[src/rtl/rr_arb4.sv]
// rr_arb4: four-way round-robin arbiter with grant hold and optional hold timeout.
//
// A granted requester keeps the resource while its req stays high. When it
// drops req, or has held for MAX_HOLD consecutive cycles, the grant moves to
// the next requester in rotating priority order. A release hands off with no
// idle cycle in between.
//
// Parameters
//   MAX_HOLD  max consecutive grant cycles per holder; 0 disables the timeout
//   CNT_W     hold counter width; MAX_HOLD must be < 2**CNT_W
//
// Ports
//   clk      in   1  clock, rising edge
//   rst      in   1  asynchronous active-high reset
//   req      in   4  level request per requester
//   gnt      out  4  one-hot grant (registered)
//   gnt_idx  out  2  binary index of gnt, 0 when no grant (registered)
//   gnt_vld  out  1  high when gnt != 0 (registered)
//   tmo      out  1  one-cycle pulse when the holder is revoked by timeout
module rr_arb4 #(
    parameter int unsigned MAX_HOLD = 16,
    parameter int unsigned CNT_W    = 8
) (
    input  logic       clk,
    input  logic       rst,
    input  logic [3:0] req,
    output logic [3:0] gnt,
    output logic [1:0] gnt_idx,
    output logic       gnt_vld,
    output logic       tmo
);

    localparam int unsigned N_REQ = 4;
    localparam int unsigned IDX_W = 2;

    localparam logic [CNT_W-1:0] CNT_SAT  = '1;
    localparam logic [CNT_W-1:0] HOLD_LIM = CNT_W'(MAX_HOLD);
    localparam bit               TMO_EN   = (MAX_HOLD != 0);

    typedef enum logic {
        IDLE = 1'b0,
        BUSY = 1'b1
    } state_t;

    state_t             state_q, state_d;
    logic [N_REQ-1:0]   gnt_q, gnt_d;
    logic [IDX_W-1:0]   gnt_idx_q, gnt_idx_d;
    logic               gnt_vld_q, gnt_vld_d;
    logic               tmo_q, tmo_d;
    logic [IDX_W-1:0]   ptr_q, ptr_d;
    logic [CNT_W-1:0]   hold_cnt_q, hold_cnt_d;

    logic               release_c;
    logic               timeout_c;
    logic [N_REQ-1:0]   cand_c;
    logic               win_vld_c;
    logic [IDX_W-1:0]   win_idx_c;

    // Holder status and the candidate mask fed to the arbiter.
    // With no holder (gnt_q == 0) release_c is true, so IDLE arbitrates on req.
    always_comb begin
        release_c = ((gnt_q & req) == '0);
        timeout_c = TMO_EN && (hold_cnt_q == HOLD_LIM) && !release_c;
        cand_c    = timeout_c ? (req & ~gnt_q) : req;
    end

    // Rotating-priority search: first set candidate starting at ptr_q, wrapping mod 4.
    always_comb begin
        logic [IDX_W-1:0] idx;
        win_vld_c = 1'b0;
        win_idx_c = '0;
        idx       = '0;
        for (int unsigned k = 0; k < N_REQ; k++) begin
            idx = ptr_q + IDX_W'(k);
            if (!win_vld_c && cand_c[idx]) begin
                win_vld_c = 1'b1;
                win_idx_c = idx;
            end
        end
    end

    // Next-state and output logic.
    always_comb begin
        state_d    = state_q;
        gnt_d      = gnt_q;
        ptr_d      = ptr_q;
        hold_cnt_d = hold_cnt_q;
        tmo_d      = 1'b0;

        case (state_q)
            IDLE: begin
                if (win_vld_c) begin
                    gnt_d      = N_REQ'(1) << win_idx_c;
                    ptr_d      = win_idx_c + IDX_W'(1);
                    hold_cnt_d = CNT_W'(1);
                    state_d    = BUSY;
                end
            end
            BUSY: begin
                if (release_c || timeout_c) begin
                    // A drop coinciding with the limit counts as a release, not a timeout.
                    tmo_d = timeout_c;
                    if (win_vld_c) begin
                        gnt_d      = N_REQ'(1) << win_idx_c;
                        ptr_d      = win_idx_c + IDX_W'(1);
                        hold_cnt_d = CNT_W'(1);
                    end else begin
                        gnt_d      = '0;
                        hold_cnt_d = '0;
                        state_d    = IDLE;
                    end
                end else if (hold_cnt_q != CNT_SAT) begin
                    hold_cnt_d = hold_cnt_q + CNT_W'(1);
                end
            end
            default: state_d = IDLE;
        endcase

        gnt_idx_d = {gnt_d[3] | gnt_d[2], gnt_d[3] | gnt_d[1]};
        gnt_vld_d = |gnt_d;
    end

    // State and output registers.
    always_ff @(posedge clk or posedge rst) begin
        if (rst) begin
            state_q    <= IDLE;
            gnt_q      <= '0;
            gnt_idx_q  <= '0;
            gnt_vld_q  <= 1'b0;
            tmo_q      <= 1'b0;
            ptr_q      <= '0;
            hold_cnt_q <= '0;
        end else begin
            state_q    <= state_d;
            gnt_q      <= gnt_d;
            gnt_idx_q  <= gnt_idx_d;
            gnt_vld_q  <= gnt_vld_d;
            tmo_q      <= tmo_d;
            ptr_q      <= ptr_d;
            hold_cnt_q <= hold_cnt_d;
        end
    end

    assign gnt     = gnt_q;
    assign gnt_idx = gnt_idx_q;
    assign gnt_vld = gnt_vld_q;
    assign tmo     = tmo_q;

endmodule

[config.mk]
export PLATFORM = sky130hd
export DESIGN_NAME = rr_arb4
export DESIGN_NICKNAME = d
export VERILOG_FILES = /design/src/rtl/rr_arb4.sv
export SDC_FILE = /design/constraint.sdc
export NUM_CORES = 1
export LEC_CHECK = 0
export BUFFER_PORTS_ARGS = -buffer_cell sky130_fd_sc_hd__buf_2
export CAP_MARGIN = 20
export CORE_UTILIZATION = 55
export CTS_BUF_LIST = sky130_fd_sc_hd__clkbuf_16
export CTS_CLUSTER_DIAMETER = 50
export DETAILED_ROUTE_END_ITERATION = 10
export PLACE_DENSITY = 0.76
export RECOVER_POWER = 50
export SLEW_MARGIN = 20
export SYNTH_ARGS = -nofsm -noshare
export SYNTH_HDL_FRONTEND = slang
export SYNTH_SLANG_ARGS = --single-unit
[constraint.sdc]
create_clock -name clk -period 3.6 [get_ports clk]
set_clock_uncertainty 0.05 [all_clocks]
set_input_delay 0.72 -clock clk [delete_from_list [all_inputs] [get_ports clk]]
set_output_delay 0.72 -clock clk [all_outputs]
set_load 0.005 [all_outputs]
==> results.yml <==
place:
  dp_hpwl_um: 1779
  gp_congestion: 0.8736
  dpl-instance-area_um2: 1226
  port_buffers: 13
  dp_slack_ns: 1.118
min_path:
  min_path_cells: 1
  holdCritPathClass: "reg2reg"
outcome:
  status: "finished clean"
cts:
  clk-insertion-delay-late_ns: 0.25
  htree_levels: 1
  cts_resized: 0
  postCtsSetupBuffers: 0
  ctsHoldBuffers: 0
  numCtsBuffers: 3
  cts_sinks: 19
  root_buffer: "clkbuf_16"
  tritoncts: "yes"
  clk_path_buf_depth: 2
  clk_pin_slew_ns: 0.06
power:
  p_leak_nw: 0.5862
  power_density_nw_per_um2: 714.7
  power_mw: 0.9309
  peakVddDrop_uv: 544.3
die:
  die_w_um: 47.82
  io_pins: 14
  core_area_um2: 1962
  rows: 16
  die-area_um2: 2287
  start_util: 0.5886
  die_h_um: 47.82
setup_path:
  path_max_fanout: 6
  critPathLaunchType: "flip-flop"
  worst-endpoint-arrival_ns: 2.60
  cp_data_required_time_ns: 3.67
  crit_type: "reg2reg"
  end_kind: "flip-flop"
  reg2reg_depth: 10
yosys:
  synth_area_leaders: "dfrtp_1, ha_1, a21oi_1"
  ys_seq_elements: 19
  synth_cells: 123
  yosys.area.top_type: "dfrtp_1"
  synth_edf_count: 0
  ys_seq_area_frac: 0.4117
  yosys_warnings: 0
  ys.flop_type: "dfrtp_1"
  syn_area_per_cell_um2: 9.389
  yosys.area.top_type_share: 0.4117
  synth_common_cells: "dfrtp_1, nand2_1, a21oi_1, o21ai_0, inv_1"
  async_reset_ff_frac: 1.000
  synth_nets: 135
  yosysMostFrequentCell: "dfrtp_1"
  syn_area_um2: 1155
  ys_types: 34
sta:
  maxSlewViolCount: 0
  worstMarginPinSlew_ns: 0.6993
  min_period_over_period: 0.7052
  rsz0062_at_grt: "no"
  fin_setup_tns_ns: 0
  relSlewSlack: 0.5333
  setup_violations: 0
  hold_viol_final: 0
  fmax_ghz: 0.3939
  final.min_clock_period_ns: 2.539
  worst_slack_ns: 1.061
route:
  wire_per_inst_um: 15.46
  via_per_inst: 6.253
  drtAntennaViolNets: 0
  first_pass_iters: 4
  wl_um: 2505
  drt_iter0_drc: 38
  drc: 0
  vias: 1013
global_route:
  overflow: 0
  grt_pass1_vias: 846
  grt_pass1_wl_um: 3739
  antenna_found_initial: 0
  grt_max_degree: 20
  grt.total_usage: 0.2397
cells_and_area:
  fin_nets: 148
  stdcell_area_um2: 1303
  diodes: 0
  synthToLayoutAreaGrowth_pct: 12.78
  drive_above_1_share: 0.1481
job:
  maxCapViolCount: 0
flip-flops by register name (all words and copies together) (netlist names):
name	flops
hold_cnt_q	8
gnt	4
state_q	1
gnt_vld	1
gnt_idx	2
ptr_q	2
tmo	1
where the power goes:
group / switching [mW] / leakage (nW) / internal, mW / total, mW
combinational: 0.198 / 0.304 / 0.163 / 0.360
sequential: 0.0683 / 0.242 / 0.276 / 0.345
clock: 0.0770 / 0.0409 / 0.149 / 0.226
layout by cell type (no fill, tap or decap), types with 4 or more instances in the layout:
| cell type | n |
|---|---|
| a22o_1 | 4 |
| inv_1 | 8 |
| dfrtp_1 | 19 |
| nor2_1 | 4 |
| ha_1 | 6 |
| o21ai_0 | 11 |
| nand3_1 | 6 |
| a21oi_1 | 11 |
| buf_2 | 10 |
| nand2_1 | 14 |
cell type report:
type / count / area, µm²
multi-input cells: 91 / 621.8
clock inverters: 1 / 5.005
flip-flops and latches: 19 / 475.5
fillers: 173 / 659.4
well taps: 27 / 33.78
repair buffers: 13 / 61.31
clock buffers: 3 / 75.07
inverters: 8 / 30.03
per-layer routing:
layer  GRT usage  routed length (µm)  share of wire
met5           0                   0              0
met4     0.08889                  29          0.012
met3     0.07547                 193          0.077
met2      0.3595                1148           0.46
met1      0.3239                1134           0.45
stage by stage:
| stage | hold WS, ns | utilization | instances |
|---|---|---|---|
| floorplan | 0.4441 | - | 123 |
| global placement | 0.4749 | 0.6250 | 158 |
| detailed placement | 0.4850 | 0.6250 | 158 |
| CTS | 0.4966 | 0.6658 | 162 |
| global route | 0.5152 | 0.6639 | 162 |
| finish | 0.4980 | 0.6639 | 162 |
critical path, stage by stage, from the launching register on:
cell	delay, ns
dfrtp_1	0.41
inv_1	0.08
ha_1	0.15
nor4b_4	0.34
a41o_2	0.32
a21boi_0	0.09
o21ai_0	0.19
o21ai_0	0.17
ha_1	0.26
o21ai_0	0.19
o2111ai_1	0.14
cells by family (layout without fill, tap and decap cells):
group                    count (synthesis)  count (layout)  share of synthesized area
AO/OA/AOI/OAI                           46              46                     0.2654
AND/OR/NAND/NOR                         37              37                     0.1885
flip-flops                              19              19                     0.4117
buffers and inverters                   13              25                    0.04983
adder cells (fa/ha/maj)                  6               6                    0.06500
multiplexers                             2               2                    0.01950
path summary, 6_finish.rpt:
kind,startpoint,slack [ns],end
max,hold_cnt_q[0],1.06,gnt_vld
min,hold_cnt_q[1],0.50,hold_cnt_q[1]
max reg2reg,hold_cnt_q[0],1.06,gnt_vld
min reg2reg,hold_cnt_q[1],0.50,hold_cnt_q[1]
max in group asynchronous,rst,2.53,hold_cnt_q[1]
min in group asynchronous,rst,0.52,gnt_idx[0]
Power figures use the tool's default switching activity.
